`src/rtl/otter_pkg.sv`:
```
// Shared types, size encodings and access-legality helpers for the data memory port.
package otter_pkg;

    typedef enum logic [1:0] {
        ST_IDLE = 2'b00,
        ST_REQ  = 2'b01,
        ST_WAIT = 2'b10,
        ST_DONE = 2'b11
    } state_t;

    localparam logic [1:0] SZ_BYTE = 2'b00;
    localparam logic [1:0] SZ_HALF = 2'b01;
    localparam logic [1:0] SZ_WORD = 2'b10;

    localparam int unsigned TIMEOUT_DEF = 16;

    // Halfwords need an even address, words need a 4-byte aligned one; size 11 is illegal.
    function automatic logic access_ok(input logic [1:0] size, input logic [1:0] lo);
        case (size)
            SZ_BYTE: return 1'b1;
            SZ_HALF: return ~lo[0];
            SZ_WORD: return (lo == 2'b00);
            default: return 1'b0;
        endcase
    endfunction

    function automatic logic [3:0] lane_mask(input logic [1:0] size, input logic [1:0] lo);
        case (size)
            SZ_BYTE: return 4'b0001 << lo;
            SZ_HALF: return 4'b0011 << lo;
            default: return 4'b1111;
        endcase
    endfunction

    function automatic logic [31:0] lane_data(input logic [1:0] size, input logic [31:0] w);
        case (size)
            SZ_BYTE: return {4{w[7:0]}};
            SZ_HALF: return {2{w[15:0]}};
            default: return w;
        endcase
    endfunction

endpackage

```
`src/rtl/mem_data_port_if.sv`:
```
// Memory-side request/response bus between the data port and the memory.
interface mem_data_port_if #(
    parameter int unsigned ADDR_W = 32
);
    logic              BUS_VALID;
    logic              BUS_WE;
    logic [ADDR_W-1:0] BUS_ADDR;
    logic [3:0]        BUS_BE;
    logic [31:0]       BUS_WDATA;
    logic              BUS_READY;
    logic              BUS_RVALID;
    logic [31:0]       BUS_RDATA;

    modport master (
        output BUS_VALID, BUS_WE, BUS_ADDR, BUS_BE, BUS_WDATA,
        input  BUS_READY, BUS_RVALID, BUS_RDATA
    );

    modport slave (
        input  BUS_VALID, BUS_WE, BUS_ADDR, BUS_BE, BUS_WDATA,
        output BUS_READY, BUS_RVALID, BUS_RDATA
    );
endinterface

```
`src/rtl/mem_load_align.sv`:
```
// Shifts a returned bus word down to the addressed byte lane and zero/sign-extends it.
module mem_load_align
    import otter_pkg::*;
(
    input  logic [31:0] raw,
    input  logic [1:0]  offset,
    input  logic [2:0]  funct3,
    output logic [31:0] result_c
);
    logic [31:0] shifted;

    always_comb begin
        shifted  = raw >> {offset, 3'b000};
        result_c = shifted;
        case (funct3[1:0])
            SZ_BYTE: result_c = funct3[2] ? {24'h0, shifted[7:0]}
                                          : {{24{shifted[7]}}, shifted[7:0]};
            SZ_HALF: result_c = funct3[2] ? {16'h0, shifted[15:0]}
                                          : {{16{shifted[15]}}, shifted[15:0]};
            default: result_c = shifted;
        endcase
    end
endmodule

```
`src/rtl/mem_data_port.sv`:
```
// Data-memory port: turns control-unit load/store strobes into bus transactions with stall and error reporting.
module mem_data_port
    import otter_pkg::*;
#(
    parameter int unsigned TIMEOUT = TIMEOUT_DEF,
    parameter int unsigned ADDR_W  = 32
) (
    input  logic              CLK,
    input  logic              RST_N,
    input  logic              memRDEN2,
    input  logic              memWE2,
    input  logic [2:0]        ir14_12,
    input  logic [ADDR_W-1:0] ADDR,
    input  logic [31:0]       WDATA,
    output logic [31:0]       RDATA,
    output logic              BUSY,
    output logic              ERR,
    mem_data_port_if.master   bus
);
    localparam int unsigned CNT_W = $clog2(TIMEOUT + 1);

    state_t            state_q, state_d;
    logic              valid_q, valid_d;
    logic              we_q, we_d;
    logic [ADDR_W-1:0] addr_q, addr_d;
    logic [3:0]        be_q, be_d;
    logic [31:0]       wdata_q, wdata_d;
    logic [2:0]        f3_q, f3_d;
    logic [1:0]        off_q, off_d;
    logic [CNT_W-1:0]  cnt_q, cnt_d;
    logic [31:0]       rdata_q, rdata_d;
    logic              err_q, err_d;
    logic [31:0]       aligned_c;
    logic              accept_c, reject_c;

    mem_load_align u_align (
        .raw      (bus.BUS_RDATA),
        .offset   (off_q),
        .funct3   (f3_q),
        .result_c (aligned_c)
    );

    // Request qualification happens only in IDLE; strobes elsewhere are ignored.
    always_comb begin
        accept_c = (state_q == ST_IDLE) && (memRDEN2 ^ memWE2)
                   && access_ok(ir14_12[1:0], ADDR[1:0]);
        reject_c = (state_q == ST_IDLE)
                   && ((memRDEN2 && memWE2)
                       || ((memRDEN2 ^ memWE2) && !access_ok(ir14_12[1:0], ADDR[1:0])));
    end

    always_comb begin
        state_d = state_q;
        valid_d = valid_q;
        we_d    = we_q;
        addr_d  = addr_q;
        be_d    = be_q;
        wdata_d = wdata_q;
        f3_d    = f3_q;
        off_d   = off_q;
        cnt_d   = cnt_q;
        rdata_d = rdata_q;
        err_d   = 1'b0;
        case (state_q)
            ST_IDLE: begin
                if (accept_c) begin
                    state_d = ST_REQ;
                    valid_d = 1'b1;
                    we_d    = memWE2;
                    addr_d  = {ADDR[ADDR_W-1:2], 2'b00};
                    be_d    = lane_mask(ir14_12[1:0], ADDR[1:0]);
                    wdata_d = lane_data(ir14_12[1:0], WDATA);
                    f3_d    = ir14_12;
                    off_d   = ADDR[1:0];
                end else if (reject_c) begin
                    err_d = 1'b1;
                end
            end
            ST_REQ: begin
                if (bus.BUS_READY) begin
                    valid_d = 1'b0;
                    cnt_d   = '0;
                    state_d = we_q ? ST_DONE : ST_WAIT;
                end
            end
            ST_WAIT: begin
                if (bus.BUS_RVALID) begin
                    rdata_d = aligned_c;
                    state_d = ST_DONE;
                end else if (cnt_q == CNT_W'(TIMEOUT - 1)) begin
                    err_d   = 1'b1;
                    state_d = ST_IDLE;
                end else begin
                    cnt_d = cnt_q + CNT_W'(1);
                end
            end
            ST_DONE: state_d = ST_IDLE;
        endcase
    end

    always_ff @(posedge CLK or negedge RST_N) begin
        if (!RST_N) begin
            state_q <= ST_IDLE;
            valid_q <= 1'b0;
            we_q    <= 1'b0;
            addr_q  <= '0;
            be_q    <= '0;
            wdata_q <= '0;
            f3_q    <= '0;
            off_q   <= '0;
            cnt_q   <= '0;
            rdata_q <= '0;
            err_q   <= 1'b0;
        end else begin
            state_q <= state_d;
            valid_q <= valid_d;
            we_q    <= we_d;
            addr_q  <= addr_d;
            be_q    <= be_d;
            wdata_q <= wdata_d;
            f3_q    <= f3_d;
            off_q   <= off_d;
            cnt_q   <= cnt_d;
            rdata_q <= rdata_d;
            err_q   <= err_d;
        end
    end

    // BUSY also covers the accepting IDLE cycle so the control unit stalls immediately.
    assign BUSY          = RST_N && ((state_q == ST_REQ) || (state_q == ST_WAIT) || accept_c);
    assign RDATA         = rdata_q;
    assign ERR           = err_q;
    assign bus.BUS_VALID = valid_q;
    assign bus.BUS_WE    = we_q;
    assign bus.BUS_ADDR  = addr_q;
    assign bus.BUS_BE    = be_q;
    assign bus.BUS_WDATA = wdata_q;
endmodule
```
`src/flat_wrapper.sv`:
```
// flat-port wrapper written by rule: the top's interface ports become plain ports
module mem_data_port_flat import otter_pkg::*;
#(
    parameter int unsigned TIMEOUT = TIMEOUT_DEF,
    parameter int unsigned ADDR_W  = 32
)
  (CLK, RST_N, memRDEN2, memWE2, ir14_12, ADDR, WDATA, RDATA, BUSY, ERR, bus_BUS_VALID, bus_BUS_WE, bus_BUS_ADDR, bus_BUS_BE, bus_BUS_WDATA, bus_BUS_READY, bus_BUS_RVALID, bus_BUS_RDATA);
  mem_data_port_if #(.ADDR_W(ADDR_W)) bus_i ();
  input  logic CLK;
  input  logic RST_N;
  input  logic memRDEN2;
  input  logic memWE2;
  input  logic [2:0] ir14_12;
  input  logic [ADDR_W-1:0] ADDR;
  input  logic [31:0] WDATA;
  output logic [31:0] RDATA;
  output logic BUSY;
  output logic ERR;
  output wire logic [$bits(bus_i.BUS_VALID)-1:0] bus_BUS_VALID;
  output wire logic [$bits(bus_i.BUS_WE)-1:0] bus_BUS_WE;
  output wire logic [$bits(bus_i.BUS_ADDR)-1:0] bus_BUS_ADDR;
  output wire logic [$bits(bus_i.BUS_BE)-1:0] bus_BUS_BE;
  output wire logic [$bits(bus_i.BUS_WDATA)-1:0] bus_BUS_WDATA;
  input wire logic [$bits(bus_i.BUS_READY)-1:0] bus_BUS_READY;
  input wire logic [$bits(bus_i.BUS_RVALID)-1:0] bus_BUS_RVALID;
  input wire logic [$bits(bus_i.BUS_RDATA)-1:0] bus_BUS_RDATA;
  assign bus_BUS_VALID = bus_i.BUS_VALID;
  assign bus_BUS_WE = bus_i.BUS_WE;
  assign bus_BUS_ADDR = bus_i.BUS_ADDR;
  assign bus_BUS_BE = bus_i.BUS_BE;
  assign bus_BUS_WDATA = bus_i.BUS_WDATA;
  assign bus_i.BUS_READY = bus_BUS_READY;
  assign bus_i.BUS_RVALID = bus_BUS_RVALID;
  assign bus_i.BUS_RDATA = bus_BUS_RDATA;
  mem_data_port #(.TIMEOUT(TIMEOUT), .ADDR_W(ADDR_W)) u_core (.CLK(CLK), .RST_N(RST_N), .memRDEN2(memRDEN2), .memWE2(memWE2), .ir14_12(ir14_12), .ADDR(ADDR), .WDATA(WDATA), .RDATA(RDATA), .BUSY(BUSY), .ERR(ERR), .bus(bus_i));
endmodule
```
`config.mk`:
```
export PLATFORM = sky130hd
export DESIGN_NAME = mem_data_port_flat
export DESIGN_NICKNAME = d
export VERILOG_FILES = /design/src/rtl/otter_pkg.sv /design/src/rtl/mem_data_port_if.sv /design/src/rtl/mem_load_align.sv /design/src/rtl/mem_data_port.sv /design/src/flat_wrapper.sv
export SDC_FILE = /design/constraint.sdc
export NUM_CORES = 1
export LEC_CHECK = 0
export BUFFER_PORTS_ARGS = -buffer_cell sky130_fd_sc_hd__buf_2
export CAP_MARGIN = 10
export CELL_PAD_IN_SITES_DETAIL_PLACEMENT = 0
export CELL_PAD_IN_SITES_GLOBAL_PLACEMENT = 1
export CORE_MARGIN = 2
export CORE_UTILIZATION = 37
export DETAILED_ROUTE_END_ITERATION = 7
export MAX_ROUTING_LAYER = met4
export PLACE_DENSITY_LB_ADDON = 0.1
export RECOVER_POWER = 25
export SLEW_MARGIN = 30
export SYNTH_ARGS = -nofsm -noshare
export SYNTH_HDL_FRONTEND = slang
export SYNTH_SLANG_ARGS = --single-unit
```
`constraint.sdc`:
```
create_clock -name CLK -period 2.7 [get_ports CLK]
set_input_delay 0.27 -clock CLK [delete_from_list [all_inputs] [get_ports CLK]]
set_output_delay 0.27 -clock CLK [all_outputs]
set_load 0.005 [all_outputs]
```
Yosys cells after proc, flatten, opt, wreduce, memory -nomap -nowiden
Cells that the tools add are included.
Cells by class
  add/subtract/negate cells: 1
  equality and inequality tests: 12
  shifts and indexed selects: 3
  muxes and demuxes: 24
  bitwise operators: 2
  reductions and logical operators: 21
Operators with widths (number)
  32-bit one-hot mux with 2 select lines: 2
  32-bit 2-to-1 mux: 2
  32-bit by 5-bit >> shifter with 32-bit output: 1
  5-bit 2-to-1 mux: 3
  5-bit one-hot mux with 2 select lines: 1
  2-bit logical NOT: 4
  2-bit 2-to-1 mux: 4
  2-bit one-hot mux with 4 select lines: 1
  4-bit one-hot mux with 2 select lines: 1
  1-bit 2-to-1 mux: 7
  2-bit by 1-bit equality test with 1-bit output (second input constant): 3
  2-bit equality test (second input constant): 3
  1-bit logical AND: 6
  2-bit inequality test (second input constant): 3
  3-bit AND reduction: 2
  5-bit by 1-bit adder with 5-bit output (second input constant): 1
  5-bit by 4-bit equality test with 1-bit output (second input constant): 1
  1-bit one-hot mux with 2 select lines: 2
  2-bit AND reduction: 2
  4-bit AND reduction: 1
  2-bit nonzero test: 2
  1-bit by 2-bit << shifter with 4-bit output (first input constant): 1
  2-bit by 2-bit << shifter with 4-bit output (first input constant): 1
  1-bit logical OR: 3
  other kinds (6): 6
Storage, ports and cells
  register bits: 113
  word-level logic and storage cells: 74

Depth between registers and ports, before layout
Gate-level depths: netlist of the first run.
  word-level depth: 9
  depth in mapped cells: 7
  gate-level depth less buffers: 7

By module
A second synthesis of the first run with hierarchy kept.
Second synthesis, totals
  cell total of the unflattened synthesis: 484
  area, all modules: 5600.4 um^2
Modules (own cells, without submodules)
  mem_data_port: times used 1, cells an instance 381, area an instance 4832.1 um^2
  mem_load_align: times used 1, cells an instance 103, area an instance 768.2 um^2

Worst setup path after synthesis of the first run
OpenSTA, ideal clock, no wires.
  kind: register to register
  start point: reg u_core.cnt_q[0]
  end point: reg u_core.cnt_q[2]
  data arrival time: 1.770 ns
  required time: 2.564 ns
  path slack: 0.795 ns
  cell stages (with the launch flop): 8
  buffers on the path: 0
  clock period less this slack: 1.905 ns
  path through: dfrtp_1 > ha_1 > and3_1 > ha_1 > nor3b_1 > and2_1 > a31o_2 > a21oi_1
Between the ends
  word-level cells in the longest chain between the ends: 4
  elaborated cells between the ends (all ways): 7
  classes of those cells: add/sub: 1; eq/ne: 2; mux: 3; reduce/logical: 1
Ends and longest elaborated chain
  start, declared: line mem_data_port.sv:30  | logic [CNT_W-1:0] cnt_q, cnt_d;
  start signal, assigned: line mem_data_port.sv:123  | cnt_q <= cnt_d;
  5-bit by 1-bit adder with 5-bit output: line mem_data_port.sv:94  | cnt_d = cnt_q + CNT_W'(1);
  5-bit 2-to-1 mux: line mem_data_port.sv:90  | end else if (cnt_q == CNT_W'(TIMEOUT - 1)) begin
  5-bit 2-to-1 mux: line mem_data_port.sv:87  | if (bus.BUS_RVALID) begin
  5-bit one-hot mux with 2 select lines: line mem_data_port.sv:64  | case (state_q)
Several ways; a longest one is shown, not always the timed one. The select of a mux whose other input is x is not followed.
A chain may end at the register's enable or synchronous reset.

Worst setup path after layout of the first run
  start point: reg u_core.state_q[0]
  end point: out BUSY
Between the ends
  word-level cells in the longest chain between the ends: 5
  elaborated cells between the ends (all ways): 8
  classes of those cells: eq/ne: 2; reduce/logical: 6
Ends and longest elaborated chain
  start, declared: line mem_data_port.sv:22  | state_t state_q, state_d;
  start signal, assigned: line mem_data_port.sv:115  | state_q <= state_d;
  2-bit logical NOT: line mem_data_port.sv:45  | accept_c = (state_q == ST_IDLE) && (memRDEN2 ^ memWE2)
  1-bit logical AND: line mem_data_port.sv:45
  1-bit logical AND: line mem_data_port.sv:46  | && access_ok(ir14_12[1:0], ADDR[1:0]);
  1-bit logical OR *: line mem_data_port.sv:130  | assign BUSY = RST_N && ((state_q == ST_REQ) || (state_q == ST_WAIT) || accept_c);
  1-bit logical AND *: line mem_data_port.sv:130
  end, declared: line flat_wrapper.sv:17  | output logic BUSY;
Every way passes the cells marked *; elsewhere a longest branch is shown, timed or not.

==> results of run 1 <==
critical path, delay by kind of cell, from the launching register on:
kind / cells / cell delay (ns)
AOI/OAI and AO/OA: 2 / 0.40
adders and majority gates: 1 / 0.22
buffers and inverters: 3 / 0.49
DFF: 1 / 0.39
cells by family (layout without fill, tap and decap cells):
group           after synthesis  in the layout  synth area share
compound gates              122            122             0.135
flops                       113            113             0.519
simple gates                108            108            0.0930
mux                          96             96             0.191
buf+inv                      44            254            0.0459
fa+ha+maj                     6              6            0.0138
other cells                   1              3          0.000689
xor+xnor                      1              1           0.00161
through the flow:
| step | area (µm²) | instances |
|---|---|---|
| 6_report | 7190 | 887 |
| 5_1_grt | 7190 | 887 |
| 4_1_cts | 7200 | 886 |
| 3_5_place_dp | 6590 | 853 |
| 3_3_place_gp | 6590 | 853 |
| 2_1_floorplan | 5450 | 492 |
synthesized netlist by cell type (6+ instances only):
master / instances
dfrtp_1: 113
a211oi_1: 8
nor2_1: 36
nand2_1: 41
mux2_2: 60
buf_2: 11
o2bb2ai_1: 8
a22oi_1: 7
ha_1: 6
clkbuf_1: 12
o21ai_0: 34
nor2b_1: 10
buf_6: 8
inv_1: 7
a21oi_1: 53
mux2i_1: 35
routing by layer:
metal / vias up / part of all wire
met4: 0 / 0.025
li1: 2134 / -
met2: 154 / 0.45
met3: 23 / 0.070
met5: - / 0
met1: 2090 / 0.45
final cells by class:
type | count | area, µm² | share of cell area
antenna | 1 | 2.50 | 0.000348
clock buffer | 19 | 443 | 0.0616
clock inverter | 13 | 161 | 0.0225
inverter | 7 | 26.3 | 0.00366
multi-input combinational | 335 | 2370 | 0.330
sequential | 113 | 2830 | 0.393
tap | 184 | 230 | 0.0320
timing repair buffer | 215 | 1120 | 0.156
timing repair:
action                    4_1_cts  5_1_grt
hold buffers                    1        0
hold endpoints to repair       59        0
buffers inserted                0        0
flip-flops by register name, indices dropped and copies added (netlist names):
name,flops
u_core.bus.BUS_WE,1
u_core.f3_q,3
u_core.off_q,2
u_core.bus.BUS_WDATA,32
u_core.bus.BUS_ADDR,30
u_core.state_q,2
u_core.ERR,1
u_core.bus.BUS_VALID,1
u_core.bus.BUS_BE,4
u_core.RDATA,32
u_core.cnt_q,5
layout by cell type, fill, tap and decap left out, types with 2 or more instances in the layout:
cell	netlist	routed
a211oi_1	8	8
a21oi_1	53	53
a221oi_1	2	2
a22oi_1	7	7
and2_1	3	3
buf_12	0	2
buf_2	11	205
buf_4	3	5
bufinv_16	0	3
clkbuf_1	12	2
clkbuf_16	0	17
clkinv_2	0	2
clkinvlp_4	0	7
conb_1	1	2
dfrtp_1	113	113
ha_1	6	6
inv_1	7	7
mux2_2	60	60
mux2i_1	35	35
nand2_1	41	41
nand2b_1	3	3
nand4_1	2	2
nor2_1	36	36
nor2b_1	10	10
o211ai_1	2	2
o21ai_0	34	34
o2bb2ai_1	8	8
report_power, final:
group	internal [W]	switching, W
Sequential	0.00252	0.000505
Combinational	0.00149	0.00144
Clock	0.00147	0.000814
Total	0.00548	0.00276
worst paths after layout:
| kind | startpoint | end | cells after the start |
|---|---|---|---|
| worst min-delay path | ADDR[28] | u_core.bus.BUS_ADDR[28] | 2 |
| max in group asynchronous | RST_N | u_core.RDATA[16] | 3 |
| worst max register to register | u_core.cnt_q[0] | u_core.cnt_q[2] | 7 |
| min in group asynchronous | RST_N | u_core.bus.BUS_ADDR[29] | 3 |
| worst min register to register | u_core.RDATA[7] | u_core.RDATA[7] | 2 |
| worst max-delay path | u_core.state_q[0] | BUSY | 6 |
==> impl_metrics.json, run 1 <==
{
  "outcome": "finished with violations",
  "violations": "max-capacitance violations, max-slew violations",
  "hp-class": "input port to flip-flop",
  "drive_above_1_share": 0.447,
  "yosys_warnings": 0,
  "grt_antenna_before_repair": 1,
  "via_count": 4401,
  "slew_headroom": -0.0328,
  "ys_seq_area_frac": 0.519,
  "end_kind": "output port",
  "io_buffers": 206,
  "fin_ws_ns": 0.505,
  "p_leak_nw": 3.53,
  "met2_usage": 0.275,
  "die_area_um2": 15700,
  "met3_usage": 0.0633,
  "htreeDepth": 4,
  "root_buffer": "clkbuf_16",
  "area_growth_syn_to_layout_pct": 32.0,
  "synth-async-reset-ratio": 1.00,
  "synth_area_leaders": "dfrtp_1 52%, mux2_2 12%, mux2i_1 6.4%",
  "syn_area_um2": 5450,
  "cellPowerDensity_nw_per_um2": 1150,
  "design.core.area_um2": 14500,
  "rrSetupSlack_ns": 0.55,
  "tightest_slew_ns": 1.55,
  "grt_pass1_vias": 4472,
  "maxSlewViolCount": 114,
  "finClkSkew_ns": 0.00858,
  "globalRouteOverflowTotal": 0,
  "clock-sinks": 113,
  "ys_ff_latch": 113,
  "pin_count": 209,
  "synth_cells": 491,
  "setup_tns_ns": 0,
  "fp.dieW_um": 125,
  "gr-max-usage-layer": "met2",
  "numCtsBuffers": 17,
  "cp_max_fo": 36,
  "rsz0062_at_grt": "false",
  "hold_viol_final": 0,
  "clockBufferDepth": 2,
  "start_util": 0.376,
  "arrival_ns": 1.92,
  "power_w": 0.00824,
  "use_met1": 0.256,
  "drtAntennaViolNets": 0,
  "postCtsResizedCells": 0,
  "dr.pass1.iters": 5,
  "fmaxAchievable_ghz": 0.456,
  "crit_chain": "inv_1 -> ha_1 -> o211ai_1 -> buf_12 -> a21boi_0 -> buf_2",
  "synth_top_area_frac": 0.519,
  "postSynthAreaPerCell_um2": 11.1,
  "wire_per_inst_um": 16.1,
  "gp_congestion": 0.831,
  "place_hpwl_um": 10300,
  "hold_ws_ns": 0.0859,
  "drc": 0,
  "crit_path_max_incr_delay_ns": 0.39,
  "grt_max_degree": 114,
  "wl_um": 14300,
  "ir_drop_mv": 0.447,
  "min_period_over_period": 0.813,
  "min_period_ns": 2.19,
  "setup_violations": 0,
  "yosysUniqueCellTypes": 47,
  "finish.utilization": 0.496,
  "fillers": 1388,
  "synth_edf_count": 0,
  "clk_latency_ns": 0.41,
  "synth_top_cell_by_area": "dfrtp_1",
  "crit_type": "flip-flop to output port",
  "grt_pass1_wl_um": 23200,
  "maxCapViolCount": 1,
  "critical_path.startpoint_type": "flip-flop",
  "viasPerCell": 4.96,
  "pre_cts_ws_ns": 0.567,
  "clkSlewWorstSetupHoldPaths_ns": 0.06,
  "layout.nets": 800,
  "dr.first_iter.drc_count": 305,
  "core.rowCount": 44,
  "cp_data_required_time_ns": 2.43,
  "cts_tree": "done",
  "cpMaxStageDelayCell": "dfrtp_1",
  "die_height_um": 125,
  "track_usage": 0.193,
  "synthFlopType": "dfrtp_1"
}
No activity file was read; power rests on OpenSTA's default activity.
==> inputs of run 2 (changes only) <==
CORE_UTILIZATION = 34   (was 37)
clock period = 1.8 ns   (was 2.7 ns; I/O delays follow)
==> impl_metrics.json, run 2 (same netlist as run 1, synthesis figures left out) <==
{
  "cp_max_fo": 2,
  "cellPowerDensity_nw_per_um2": 1650,
  "cpMaxStageDelayCell": "dfrtp_1",
  "setup_violations": 0,
  "grt_max_degree": 114,
  "grt_pass1_wl_um": 24100,
  "drtAntennaViolNets": 0,
  "wire_per_inst_um": 16.1,
  "clk_latency_ns": 0.41,
  "hold_depth": 2,
  "dr.first_iter.drc_count": 208,
  "slew_headroom": 0.305,
  "ir_drop_mv": 0.732,
  "clkSlewWorstSetupHoldPaths_ns": 0.05,
  "final_common_cell": "buf_2",
  "root_buffer": "clkbuf_16",
  "io_buffers": 206,
  "fin_ws_ns": 0.0151,
  "die_height_um": 131,
  "crit_type": "flip-flop to output port",
  "r2r_cells": 7,
  "arrival_ns": 1.60,
  "m1WireLength_um": 7180,
  "grt_pass1_vias": 4687,
  "fp.dieW_um": 131,
  "outcome": "completed",
  "top_layer": "met4",
  "finClkSkew_ns": 0.00699,
  "wl_met3_um": 835,
  "core.rowCount": 46,
  "hold_ws_ns": 0.0263,
  "gp_congestion": 0.822,
  "crit_chain": "inv_2 -> ha_4 -> o211ai_1 -> clkbuf_16 -> a21boi_1 -> buf_2",
  "path_buf_inv": 3,
  "viasPerCell": 4.71,
  "place_hpwl_um": 10700,
  "hold_viol_final": 0,
  "dr.pass1.iters": 4,
  "design.core.area_um2": 15800,
  "area_growth_syn_to_layout_pct": 46.4,
  "pin_count": 209,
  "numCtsBuffers": 17,
  "drc": 0,
  "tightest_slew_ns": 1.04,
  "htreeDepth": 4,
  "rsz0062_at_grt": "true",
  "min_period_ns": 1.78,
  "drive_above_1_share": 0.464,
  "end_kind": "output port",
  "via_count": 4618,
  "cts_tree": "done",
  "finish.utilization": 0.506,
  "maxCapViolCount": 0,
  "critical_path.startpoint_type": "flip-flop",
  "crit_family": "buffers and inverters",
  "layout.nets": 862,
  "hp-class": "input port to flip-flop",
  "start_util": 0.345,
  "grt_antenna_before_repair": 1,
  "fmaxAchievable_ghz": 0.560,
  "dp.cells": 902,
  "wl_um": 15700,
  "worstSetupPathDepth": 6,
  "maxSlewViolCount": 0,
  "track_usage": 0.190,
  "power_w": 0.0132,
  "clock-sinks": 113,
  "die_area_um2": 17000,
  "min_period_over_period": 0.992,
  "layout_common_cells": "205 x buf_2, 113 x dfrtp_1, 60 x mux2_2",
  "cp_data_required_time_ns": 1.62,
  "clockBufferDepth": 2,
  "routed-wl-met2_um": 7320,
  "pre_cts_ws_ns": -0.0591,
  "p_leak_nw": 3.92,
  "layout.cells.non_filler": 980,
  "globalRouteOverflowTotal": 0,
  "crit_path_max_incr_delay_ns": 0.39
}
run 2: changes by cell type in the layout (fill, tap and decap cells not counted), sizes merged:
cell and change:
clkinvlp -6, bufbuf +1, dlygate4sd3 +30, buf +29
clkinv +3, clkbuf +4, inv -1, bufinv +1
run 2: final cells by class:
| cell class | count | area [µm²] |
|---|---|---|
| Fill cell | 1489 | 7790 |
| Inverter | 7 | 26.3 |
| Timing Repair Buffer | 277 | 1780 |
| Clock buffer | 21 | 480 |
| Antenna cell | 1 | 2.50 |
| Sequential cell | 113 | 2830 |
| Clock inverter | 10 | 156 |
| Multi-Input combinational cell | 335 | 2430 |
| Tap cell | 216 | 270 |
run 2: power breakdown:
part	total, W	switching (W)	internal, W
Clock	0.00364	0.00119	0.00245
Sequential	0.00447	0.000691	0.00378
Combinational	0.00506	0.00239	0.00267
run 2: routing by layer:
layer	track usage	vias to the layer above
met4	0.0857	0
met2	0.292	137
met1	0.238	2197
li1	-	2255
met3	0.0460	29
met5	-	-
run 2: final timing paths:
kind                                           from                       end  slack, ns
hold reg to reg            u_core.bus.BUS_WDATA[16]  u_core.bus.BUS_WDATA[16]       0.47
min in group asynchronous                     RST_N   u_core.bus.BUS_ADDR[27]       0.63
max in group asynchronous                     RST_N          u_core.RDATA[23]       0.46
setup reg to reg                  u_core.state_q[1]   u_core.bus.BUS_WDATA[0]       0.07
setup / recovery                  u_core.state_q[1]                      BUSY       0.02
hold / removal                               memWE2         u_core.bus.BUS_WE       0.03
run 2: what timing repair did:
item | in CTS | in global routing
resized for setup | 11 | 10
hold buffers | 31 | 0
buffers inserted | 7 | 4
endpoints found under the hold margin | 143 | 0
pin swaps | 1 | 4
setup endpoints to repair | 6 | 43
cloned | 1 | 3
run 2: metrics by stage:
stage	setup TNS (ns)	area, µm²
6_report	0	7980
5_1_grt	-0.0504	7980
4_1_cts	-0.0421	7870
3_5_place_dp	-0.107	6790
3_3_place_gp	-0.0438	6790
2_1_floorplan	-0.0567	5460
==> inputs of run 3 (changes only) <==
CORE_ASPECT_RATIO = 1.4   (was not set)
PLACE_DENSITY = 0.74   (was not set)
PLACE_DENSITY_LB_ADDON = not set   (was 0.1)
==> impl_metrics.json, run 3 (same netlist as run 1, synthesis figures left out) <==
{
  "rrSetupSlack_ns": 0.07,
  "htreeDepth": 4,
  "design.core.area_um2": 15600,
  "dp.cells": 883,
  "grt_pass1_wl_um": 24300,
  "use_met1": 0.205,
  "clkSlewWorstSetupHoldPaths_ns": 0.05,
  "outcome": "completed",
  "viasPerCell": 4.95,
  "min_period_over_period": 0.960,
  "cellPowerDensity_nw_per_um2": 1710,
  "clk_latency_ns": 0.41,
  "crit_path_max_incr_delay_ns": 0.39,
  "globalRouteOverflowTotal": 0,
  "drtAntennaViolNets": 0,
  "place_area_um2": 6760,
  "gp_congestion": 0.812,
  "final_common_cell": "buf_2",
  "layout_common_cells": "205 x buf_2, 112 x dfrtp_1, 60 x mux2_2",
  "die_height_um": 154,
  "path_buf_inv": 0,
  "pin_count": 209,
  "gr-max-usage-layer": "met2",
  "cpMaxStageDelayCell": "or3b_4",
  "hp-class": "input port to flip-flop",
  "setup_violations": 0,
  "p_leak_nw": 3.85,
  "min_period_ns": 1.73,
  "layout.nets": 854,
  "clockBufferDepth": 2,
  "rsz0062_at_grt": "true",
  "wl_um": 15100,
  "tightest_slew_ns": 1.06,
  "maxSlewViolCount": 0,
  "fmaxAchievable_ghz": 0.579,
  "cts_tree": "done",
  "ir_drop_mv": 0.665,
  "clock-sinks": 113,
  "drc": 0,
  "dr.pass1.iters": 4,
  "root_buffer": "clkbuf_16",
  "cp_data_required_time_ns": 2.09,
  "fp.dieW_um": 111,
  "crit_family": "simple AND/OR/NAND/NOR gates",
  "end_kind": "flip-flop",
  "diodes": 0,
  "maxCapViolCount": 0,
  "track_usage": 0.182,
  "hold_depth": 2,
  "met2_usage": 0.315,
  "layout.cells.non_filler": 952,
  "met3_usage": 0.0434,
  "place_hpwl_um": 10800,
  "slew_headroom": 0.295,
  "final_cell_area_um2": 7850,
  "hold_viol_final": 0,
  "dr.first_iter.drc_count": 206,
  "r2r-end": "u_core.cnt_q[4]",
  "core.rowCount": 54,
  "via_count": 4708,
  "area_growth_syn_to_layout_pct": 44.1,
  "crit_chain": "ha_2 -> and3_4 -> ha_4 -> or3b_4 -> a222oi_1",
  "io_buffers": 206,
  "numCtsBuffers": 17,
  "critical_path.startpoint_type": "flip-flop",
  "grt_max_degree": 114,
  "drive_above_1_share": 0.467,
  "finClkSkew_ns": 0.0143,
  "cp_max_fo": 3,
  "grt_pass1_vias": 4844,
  "start_util": 0.349,
  "arrival_ns": 2.02,
  "crit_type": "flip-flop to flip-flop",
  "wire_per_inst_um": 15.9,
  "die_area_um2": 17100,
  "r2r_cells": 5,
  "critPathLaunch": "u_core.cnt_q[0]",
  "min_to": "u_core.bus.BUS_ADDR[31]",
  "grt_antenna_before_repair": 0,
  "finish.utilization": 0.503,
  "r2r_start": "u_core.cnt_q[0]",
  "min_from": "ADDR[31]"
}
run 3: report_power, final:
part / internal (W) / switching, W
clock: 0.00278 / 0.00120
combinational: 0.00260 / 0.00233
sequential: 0.00379 / 0.000743
total: 0.00917 / 0.00427
run 3: cell type report:
type / instances / area, µm²
clock buffer: 19 / 443
tap: 196 / 245
inverter: 7 / 26.3
fill: 1398 / 7760
clock inverter: 13 / 258
timing repair buffer: 269 / 1620
multi-input combinational: 335 / 2430
sequential: 113 / 2830
run 3: routing by layer:
layer / up-vias / wire length [µm]
met4: 0 / 271
li1: 2242 / -
met2: 167 / 7800
met1: 2280 / 6180
met3: 19 / 875
met5: - / 0
run 3: worst max path at each step:
stage	endpoint	slack (ns)	cells past startpoint
finish	u_core.cnt_q[4]	0.07	5
floorplan	u_core.cnt_q[4]	-0.06	5
CTS	u_core.cnt_q[4]	0.0002	5
detailed placement	u_core.cnt_q[4]	-0.1	5
global route	u_core.cnt_q[4]	-0.01	5
global placement	u_core.cnt_q[4]	-0.04	5
run 3: worst register-to-register path: stages, from the launching register on:
cell      delay [ns]
dfrtp_1         0.38
ha_2            0.19
and3_4          0.18
ha_4            0.17
or3b_4          0.39
a222oi_1        0.32
run 3: stage by stage:
step	setup WS, ns	setup TNS, ns	total power, W	hold WS (ns)
after floorplan	-0.0567	-0.0567	0.00711	-0.116
after global placement	-0.0444	-0.0444	0.00911	0.364
after detailed placement	-0.0969	-0.164	0.00928	0.373
after CTS	0.000169	0	0.0135	0.0000515
after global routing	-0.0133	-0.0133	0.0143	0.00230
final	0.0720	0	0.0134	0.0211
run 3: what timing repair did:
action	CTS	global route
hold buffers	26	1
hold endpoints to repair	138	1
gates resized for setup	8	6
buffers inserted	5	6
setup endpoints to repair	4	21
pin swaps	1	2
